### src/rtl/if_fetch_queue.sv
// IF-stage fetch queue: one outstanding imem read per pc, {pc,instr} FIFO towards ID.
// Define IF_BYPASS_EN to forward a response straight to ID when the FIFO is empty.
module if_fetch_queue #(
    parameter int unsigned DEPTH = 4,
    parameter int unsigned XLEN  = 32
) (
    input  logic                       clk,
    input  logic                       rst,
    input  logic [XLEN-1:0]            pc,
    input  logic                       flush,
    output logic                       PC_Write,
    output logic                       imem_req,
    output logic [XLEN-1:0]            imem_addr,
    input  logic                       imem_gnt,
    input  logic                       imem_rvalid,
    input  logic [XLEN-1:0]            imem_rdata,
    output logic                       id_valid,
    output logic [XLEN-1:0]            id_pc,
    output logic [XLEN-1:0]            id_instr,
    input  logic                       id_ready,
    output logic [$clog2(DEPTH+1)-1:0] count
);

    localparam int unsigned CW = $clog2(DEPTH + 1);
    localparam int unsigned PW = $clog2(DEPTH);
    localparam logic [CW-1:0] FULL = CW'(DEPTH);

    localparam logic [1:0] StFetch = 2'd0;
    localparam logic [1:0] StWait  = 2'd1;
    localparam logic [1:0] StDrain = 2'd2;

    logic [1:0]      state_q, state_d;
    logic [XLEN-1:0] addr_q;
    logic [XLEN-1:0] pc_mem    [DEPTH];
    logic [XLEN-1:0] instr_mem [DEPTH];
    logic [PW-1:0]   wr_ptr_q, rd_ptr_q;
    logic [CW-1:0]   count_q;
    logic            grant, push_resp, wr_en, rd_en;

    assign imem_addr = pc;
    assign imem_req  = ~rst & (state_q == StFetch) & (count_q < FULL) & ~flush;
    assign grant     = imem_req & imem_gnt;
    // pc must stay put until the request at this address has been accepted
    assign PC_Write  = flush | grant;
    assign push_resp = (state_q == StWait) & imem_rvalid & ~flush;
    assign rd_en     = (count_q != '0) & id_ready;
    assign count     = count_q;

`ifdef IF_BYPASS_EN
    logic bypass;
    assign bypass   = push_resp & (count_q == '0);
    assign id_valid = (count_q != '0) | bypass;
    assign id_pc    = bypass ? addr_q : pc_mem[rd_ptr_q];
    assign id_instr = bypass ? imem_rdata : instr_mem[rd_ptr_q];
    // a bypassed response taken by ID never occupies a slot
    assign wr_en    = push_resp & ~(bypass & id_ready);
`else
    assign id_valid = (count_q != '0);
    assign id_pc    = pc_mem[rd_ptr_q];
    assign id_instr = instr_mem[rd_ptr_q];
    assign wr_en    = push_resp;
`endif

    always_comb begin
        state_d = state_q;
        case (state_q)
            StFetch: if (grant) state_d = StWait;
            StWait: begin
                if (imem_rvalid) begin
                    state_d = StFetch;
                end else if (flush) begin
                    state_d = StDrain;
                end
            end
            StDrain: if (imem_rvalid) state_d = StFetch;
            default: state_d = StFetch;
        endcase
    end

    always_ff @(posedge clk) begin
        if (rst) begin
            state_q  <= StFetch;
            addr_q   <= '0;
            wr_ptr_q <= '0;
            rd_ptr_q <= '0;
            count_q  <= '0;
        end else begin
            state_q <= state_d;
            if (grant) begin
                addr_q <= pc;
            end
            if (flush) begin
                wr_ptr_q <= '0;
                rd_ptr_q <= '0;
                count_q  <= '0;
            end else begin
                if (wr_en) begin
                    wr_ptr_q <= wr_ptr_q + PW'(1);
                end
                if (rd_en) begin
                    rd_ptr_q <= rd_ptr_q + PW'(1);
                end
                count_q <= count_q + CW'(wr_en) - CW'(rd_en);
            end
        end
    end

    always_ff @(posedge clk) begin
        if (rst) begin
            for (int unsigned i = 0; i < DEPTH; i++) begin
                pc_mem[i]    <= '0;
                instr_mem[i] <= '0;
            end
        end else if (wr_en) begin
            pc_mem[wr_ptr_q]    <= addr_q;
            instr_mem[wr_ptr_q] <= imem_rdata;
        end
    end

endmodule
### config.mk
export PLATFORM = sky130hd
export DESIGN_NAME = if_fetch_queue
export DESIGN_NICKNAME = d
export VERILOG_FILES = /design/src/rtl/if_fetch_queue.sv
export SDC_FILE = /design/constraint.sdc
export NUM_CORES = 1
export LEC_CHECK = 0
export ABC_AREA = 1
export BUFFER_PORTS_ARGS = -buffer_cell sky130_fd_sc_hd__buf_2
export CORE_MARGIN = 2
export CORE_UTILIZATION = 40
export CTS_CLUSTER_DIAMETER = 80
export DETAILED_ROUTE_END_ITERATION = 8
export MAX_ROUTING_LAYER = met4
export PLACE_DENSITY = 0.59
export SYNTH_ARGS = -nofsm -noshare
export SYNTH_HDL_FRONTEND = slang
export SYNTH_SLANG_ARGS = --single-unit
### constraint.sdc
create_clock -name clk -period 8.26 [get_ports clk]
set_input_delay 1.652 -clock clk [delete_from_list [all_inputs] [get_ports clk]]
set_output_delay 1.652 -clock clk [all_outputs]
set_load 0.1 [all_outputs]
After elaboration in Yosys (flattened, before gate mapping)
Memory sizes are Yosys's and may differ from the RTL's. A register that Yosys moved wholly into a read port is not among the register bits.
Index checks and enable logic that the tools add are counted.
{"block": "op_classes", "n_addsub": 4, "multipliers": 0, "div": 0, "n_lt_le_gt_ge": 1, "eq_ne": 5, "n_shift": 0, "mux": 20, "bitwise_logic": 10, "n_reduce_logical": 6}
{"op": "$mux W32", "n": 2}
{"op": "$reduce_or A32 Y1", "n": 2}
{"op": "$mux W2", "n": 10}
{"op": "$and A1 B1 Y1", "n": 7}
{"op": "$mux W1", "n": 7}
{"op": "$pmux W2 S3", "n": 1}
{"op": "$add A2 B1 Y2 const B", "n": 2}
{"op": "$ne A2 B2 Y1 const B", "n": 2}
{"op": "$add A3 B1 Y3", "n": 1}
{"op": "$lt A3 B3 Y1 const B", "n": 1}
{"op": "$ne A3 B3 Y1 const B", "n": 1}
{"op": "$reduce_and A3 Y1", "n": 1}
{"op": "$reduce_bool A3 Y1", "n": 1}
{"op": "$sub A3 B1 Y3", "n": 1}
{"op": "$eq A2 B1 Y1 const B", "n": 1}
{"op": "$eq A2 B2 Y1 const B", "n": 1}
{"op": "$logic_not A2 Y1", "n": 1}
{"op": "$not A1 Y1", "n": 2}
{"op": "$reduce_or A2 Y1", "n": 1}
{"op": "$or A1 B1 Y1", "n": 1}
{"block": "word_totals", "register_bits": 41, "latch_bits": 0, "ram_bits": 256, "mem_bits_ro": 0, "in_bits": 70, "output_inout_bits": 102, "wordCells": 53, "n_memories": 2}
{"name": "instr_mem", "depth": 4, "word_bits": 32, "rd": 1, "rd_ports_with_merged_regs": 1, "write_ports": 4, "line": "35", "rtl": "logic [XLEN-1:0] instr_mem [DEPTH];"}
{"name": "pc_mem", "depth": 4, "word_bits": 32, "rd": 1, "rd_ports_with_merged_regs": 1, "write_ports": 4, "line": "34", "rtl": "logic [XLEN-1:0] pc_mem [DEPTH];"}

Longest topological paths before layout
Gate-level depths: netlist of run 1.
{"block": "depth", "depth_word": 8, "ltp_mapped": 11, "depth_no_buf": 11}

Worst setup path after synthesis of run 1
OpenSTA, ideal clock, no wires.
{"block": "synth_path", "path_kind": "input port to flip-flop", "from": "in flush", "to": "mem instr_mem[3][0], enable pin", "setup_ns": 0.574, "arrival_ns": 6.519, "required_ns": 7.686, "setup_slack_ns": 1.167, "stages": 5, "path_buffers": 0, "path_cell_list": "inv_1 > nand3_4 > inv_1 > nand2_1 > o21ai_0"}
{"element": "start, declared", "line": "10", "rtl": "input logic flush,"}
{"element": "end, declared", "line": "35"}

Worst setup path after layout of run 1
{"block": "layout_path", "from": "in imem_gnt", "to": "out PC_Write"}
{"block": "layout_via", "elab_chain_cells": 2}
{"element": "start, declared", "line": "14", "rtl": "input logic imem_gnt,"}
{"element": "$and A1 B1 Y1", "line": "42", "rtl": "assign grant = imem_req & imem_gnt;"}
{"element": "$or A1 B1 Y1", "line": "44", "rtl": "assign PC_Write = flush | grant;"}
{"element": "end, declared", "line": "11", "rtl": "output logic PC_Write,"}
No other way between the ends.

==> qor.yml, run 1 <==
antenna_found_initial: 0
postCtsSetupRepairBufs: 0
portBuffers: 171
reg2regPathDepth: 5
vias_per_cell: 5.11
regArea_um2: 8550
root_buffer: "clkbuf_16"
cp_num_buf_inv: 2
syn_area_um2: 12800
clk_path_buf_depth: 3
final_cell_mix: "nor2_1, edfxtp_1, buf_2"
path_cells: "buf_2 -> nand4_2 -> nand2_1 -> buf_2"
timing.slew.headroom: 0.231
syn_inst: 1223
hold_violations: 0
yosysUniqueCellTypes: 27
fillers: 3056
ys_ff_latch: 299
worstHoldStart: "addr_q[22]"
initial_core_util: 0.406
die_h_um: 183
syn_to_final_growth_pct: 14.3
setup_viol_count_final: 0
cp.required_ps: 6610
timing.rr.end: "instr_mem[0][30]"
timing.rr.start: "state_q[1]"
routed_wl_mm: 31.0
cap_violations: 0
cts_hold_buf: 0
grt_overflow: 0
clk_pin_slew_ps: 60
worst_path_largest_cell_delay_ps: 630
grt_start_max_net_pins: 115
slew_viol_final: 0
yosys_warnings: 0
grt_setup_unrepaired: "no"
vias: 8939
peakVddDrop_uv: 165
totalNegativeSetupSlack_ps: 0
core_um2: 31600
fin_nets: 1396
min_path_type: "reg -> reg"
power_density_nw_per_um2: 226
path_class: "in -> out"
gp_congestion: 0.726
cp_common_cell: "buf_2"
fin_crit_sh: 0.615
grt_usage: 0.188
numCtsBuffers: 31
critPathLaunchType: "primary input"
dr.pass1.iters: 7
whs_ps: 467
antenna-diode-count: 0
final_common_cell: "nor2_1"
ys_seq_area_frac: 0.667
fmax_ghz: 0.197
crit_arrival_ps: 3430
numClockSinks: 299
ctsResizeCount: 0
hpwlAfterDp_mm: 16.8
worst-r2r-setup-slack_ps: 4720
tightest_slew_ps: 1150
insertion_delay_ps: 540
fin_skew_ps: 15.2
cts_tree: "yes"
rows: 65
drcViolationCount: 0
critPathCaptureType: "output pin"
syn_nets: 1296
cp_top_family: "buffers and inverters"
cp_slowest_cell: "nand4_2"
grt_pass1_vias: 8750
outcome: "complete, no violations"
h-tree-depth: 1
die_area_um2: 33500
die_w_um: 183
wl_per_cell_um: 17.7
period_minus_slack_ps: 5080
final_antenna_net_count: 0
synth.avg_cell_area_um2: 10.5
min_path_cells: 2
leakage_uw: 0.00595
drt_iter0_drc: 762
path_max_fanout: 36
pin_count: 172
min_to: "addr_q[22]"
layout-drive-gt1-share: 0.190
multi_input_area_um2: 3420
grt_pass1_wl_mm: 48.1
worst min-delay path, delay by kind of cell, from the launching register on:
kind / cells / cell delay [ps]
flops: 1 / 330
simple gates: 1 / 70
compound gates: 1 / 40
area by class of cell:
cell class                 instances  area share
sequential                       299       0.584
multi-input combinational        725       0.233
timing repair buffer             181      0.0636
clock buffer                      48      0.0604
tap                              402      0.0344
inverter                          85      0.0220
clock inverter                     8     0.00231
metrics by stage:
step | util | power [uW] | instance area [um2] | setup slack [ps] | cells
6_report | 0.464 | 3310 | 14600 | 3180 | 1748
5_1_grt | 0.464 | 3410 | 14600 | 3010 | 1748
4_1_cts | 0.464 | 3330 | 14600 | 3180 | 1748
3_5_place_dp | 0.435 | 2070 | 13700 | 3190 | 1692
3_3_place_gp | 0.435 | 2060 | 13700 | 3230 | 1692
2_1_floorplan | - | 2000 | 12800 | 1170 | 1223
worst max path at each step:
stage | from | cells after the start | endpoint
floorplan | flush | 5 | instr_mem[3][0]
global placement | imem_gnt | 4 | PC_Write
detailed placement | imem_gnt | 4 | PC_Write
CTS | imem_gnt | 4 | PC_Write
global route | imem_gnt | 4 | PC_Write
finish | imem_gnt | 4 | PC_Write
flip-flops by register name, indices dropped and copies added (netlist names), named ones only:
name,flops
instr_mem,128
pc_mem,128
count,3
rd_ptr_q,2
addr_q,32
state_q,2
wr_ptr_q,2
synthesized netlist by cell type:
cell type | count | share of area
o22ai_1 | 64 | 0.031
nand3_1 | 5 | 0.0020
nor3_4 | 1 | 0.0013
nor3_2 | 17 | 0.013
xnor2_1 | 1 | 0.00068
nor3_1 | 17 | 0.0066
clkinv_1 | 1 | 0.00029
edfxtp_1 | 256 | 0.60
a21oi_1 | 38 | 0.015
fa_1 | 1 | 0.0016
nand4_2 | 1 | 0.00098
buf_1 | 3 | 0.00088
nor2_4 | 1 | 0.00088
inv_1 | 81 | 0.024
nand3_4 | 1 | 0.0014
nor2_2 | 1 | 0.00049
inv_2 | 3 | 0.00088
dfxtp_1 | 43 | 0.067
ha_1 | 2 | 0.0020
buf_2 | 22 | 0.0086
clkbuf_1 | 57 | 0.017
buf_4 | 32 | 0.019
o21ai_0 | 165 | 0.064
nor2_1 | 352 | 0.10
a21boi_1 | 1 | 0.00059
nor2_8 | 1 | 0.0016
nand2_1 | 56 | 0.016
kinds of logic after synthesis:
kind of cell	after synthesis	share of synthesized area
AND/OR/NAND/NOR	453	0.148
flip-flops	299	0.667
AO/OA/AOI/OAI	268	0.111
buffers and inverters	199	0.0698
adder cells (fa/ha/maj)	3	0.00351
XOR/XNOR	1	0.000684
where the power goes:
| group | switching [uW] | internal [uW] | total [uW] |
|---|---|---|---|
| clock | 546 | 729 | 1270 |
| combinational | 269 | 50.5 | 320 |
| sequential | 20.5 | 1690 | 1710 |
routing by layer:
layer | GRT usage | vias to the layer above | part of all wire
met2 | 0.293 | 290 | 0.45
met3 | 0.0262 | 28 | 0.062
met5 | - | - | 0
met1 | 0.269 | 4266 | 0.47
li1 | - | 4355 | -
met4 | 0.0317 | 0 | 0.012
(Power assumes the default switching activity.)
==> inputs of run 2 (changes only) <==
--- a/config.mk
+++ b/config.mk
@@ -12,7 +12,7 @@
 export CTS_CLUSTER_DIAMETER = 80
 export DETAILED_ROUTE_END_ITERATION = 8
 export MAX_ROUTING_LAYER = met4
-export PLACE_DENSITY = 0.59
+export PLACE_DENSITY = 0.61
 export SYNTH_ARGS = -nofsm -noshare
 export SYNTH_HDL_FRONTEND = slang
 export SYNTH_SLANG_ARGS = --single-unit
==> constraint.sdc (replaced) <==
create_clock -name clk -period 4.4 [get_ports clk]
set_input_delay 0.88 -clock clk [delete_from_list [all_inputs] [get_ports clk]]
set_output_delay 0.88 -clock clk [all_outputs]
set_load 0.1 [all_outputs]
==> run 2 against run 1 <==
Critical path depth is the same. First-iteration DRC count shrank 8.9%. Flip-flop and latch count is the same. Worst hold slack lost 2.3 ps. Global-route usage grew 0.60 points. Sequential share of layout area shrank 0.99 points. Non-clock buffer count grew 8. Sequential power grew 88%. Cell count grew 0.74%. Clock skew grew 1.7 ps. Critical endpoint is now id_instr[0].
==> qor.yml, run 2 (synthesis gave the netlist of run 1 again) <==
fillers: 3013
p_clk_frac: 0.415
path_class: "reg -> out"
grt_pass1_vias: 8868
core_um2: 31600
die_area_um2: 33500
worstHoldStart: "addr_q[25]"
timing.rr.start: "state_q[0]"
min_to: "addr_q[25]"
worst_path_largest_cell_delay_ps: 660
path_max_fanout: 42
dp.cells: 1700
cp.required_ps: 3520
stdcell_count: 1761
layout-drive-gt1-share: 0.200
syn_to_final_growth_pct: 16.2
hold_violations: 0
root_buffer: "clkbuf_16"
critPathCaptureType: "output pin"
totalNegativeSetupSlack_ps: 0
power_density_nw_per_um2: 438
portBuffers: 171
peakVddDrop_uv: 237
hpwlAfterDp_mm: 17.6
clk_pin_slew_ps: 60
numClockSinks: 299
cap_violations: 0
cp_slowest_cell: "dfxtp_2"
antenna-diode-count: 0
critPathLaunchType: "flip-flop"
postCtsSetupRepairBufs: 0
setup_viol_count_final: 0
fmax_ghz: 0.280
tightest_slew_ps: 1120
timing.rr.end: "pc_mem[1][12]"
routed_wl_mm: 31.6
dr.pass1.iters: 5
period_minus_slack_ps: 3570
power_switching_uw: 1630
fin_crit_sh: 0.811
ctsResizeCount: 0
fin_skew_ps: 16.9
insertion_delay_ps: 510
initial_core_util: 0.406
grt_overflow: 0
h-tree-depth: 2
grt_setup_unrepaired: "no"
p_comb_frac: 0.093
reg2regPathDepth: 7
drcViolationCount: 0
switching_share: 0.250
numCtsBuffers: 34
final_antenna_net_count: 0
antenna_found_initial: 0
grt_start_max_net_pins: 69
power.share.sequential: 0.492
pin_count: 172
final_common_cell: "nor2_1"
gp_congestion: 0.749
vias: 9093
cts_tree: "yes"
wl_per_cell_um: 17.9
path_cells: "buf_4 -> o21ai_0 -> o22ai_1 -> buf_2"
worst-r2r-setup-slack_ps: 1900
crit_arrival_ps: 2690
min_path_cells: 2
drt_iter0_drc: 694
vias_per_cell: 5.16
die_w_um: 183
outcome: "complete, no violations"
slew_viol_final: 0
largest_registers: "instr_mem x128, pc_mem x128, addr_q x32"
leakage_uw: 0.00608
timing.slew.headroom: 0.250
final_cell_mix: "nor2_1, edfxtp_1, buf_2"
p_int_uw: 4890
min_path_type: "reg -> reg"
cts_hold_buf: 0
die_h_um: 183
clk_path_buf_depth: 3
grt_usage: 0.194
fin_nets: 1407
rows: 65
grt_pass1_wl_mm: 48.9
-- run 2: area by class of cell --
| cell class | instances | area, um2 | share of cell area |
|---|---|---|---|
| tap | 402 | 503 | 0.0338 |
| multi-input combinational | 725 | 3420 | 0.229 |
| inverter | 85 | 323 | 0.0217 |
| timing repair buffer | 189 | 1030 | 0.0690 |
| clock inverter | 13 | 85.1 | 0.00571 |
| sequential | 299 | 8550 | 0.574 |
| clock buffer | 48 | 987 | 0.0663 |
-- run 2: power groups by stage --
| stage | logic [uW] | clock network (uW) | registers [uW] |
|---|---|---|---|
| after detailed placement | 613 | 0 | 3270 |
| after global placement | 611 | 0 | 3260 |
| final | 609 | 2710 | 3210 |
| after global routing | 644 | 2860 | 3220 |
| after floorplan | 485 | 0 | 3260 |
| after CTS | 615 | 2750 | 3210 |
-- run 2: routing by layer --
metal / GRT usage / part of all wire / wire [um]
met1: 0.273 / 0.47 / 14800
met5: - / 0 / 0
met3: 0.0292 / 0.062 / 1960
met2: 0.299 / 0.45 / 14200
met4: 0.0480 / 0.019 / 587
-- run 2: through the flow --
stage / power, uW / area (um2) / hold slack (ps) / util / setup WS (ps)
5_1_grt: 6730 / 14900 / 487 / 0.472 / 663
4_1_cts: 6570 / 14900 / 468 / 0.472 / 821
2_1_floorplan: 3750 / 12800 / 437 / - / 1010
3_5_place_dp: 3880 / 13800 / 453 / 0.438 / 1300
6_report: 6520 / 14900 / 464 / 0.472 / 830
3_3_place_gp: 3880 / 13800 / 449 / 0.438 / 1380
-- run 2: worst max-delay path by stage --
stage / start / end / slack [ps] / depth (start not counted)
after floorplan: flip-flop / id_pc[10] / 1010 / 5
after global placement: flip-flop / id_pc[11] / 1380 / 4
after detailed placement: flush / pc_mem[1][12] / 1300 / 7
after CTS: flip-flop / id_pc[2] / 820 / 4
after global routing: flip-flop / id_pc[11] / 660 / 4
final: flip-flop / id_instr[0] / 830 / 4
-- run 2: critical path, delay by kind of cell, from the launching register on --
kind	cells	cell delay, ps
flops	1	660
compound gates	2	510
buf+inv	2	1020
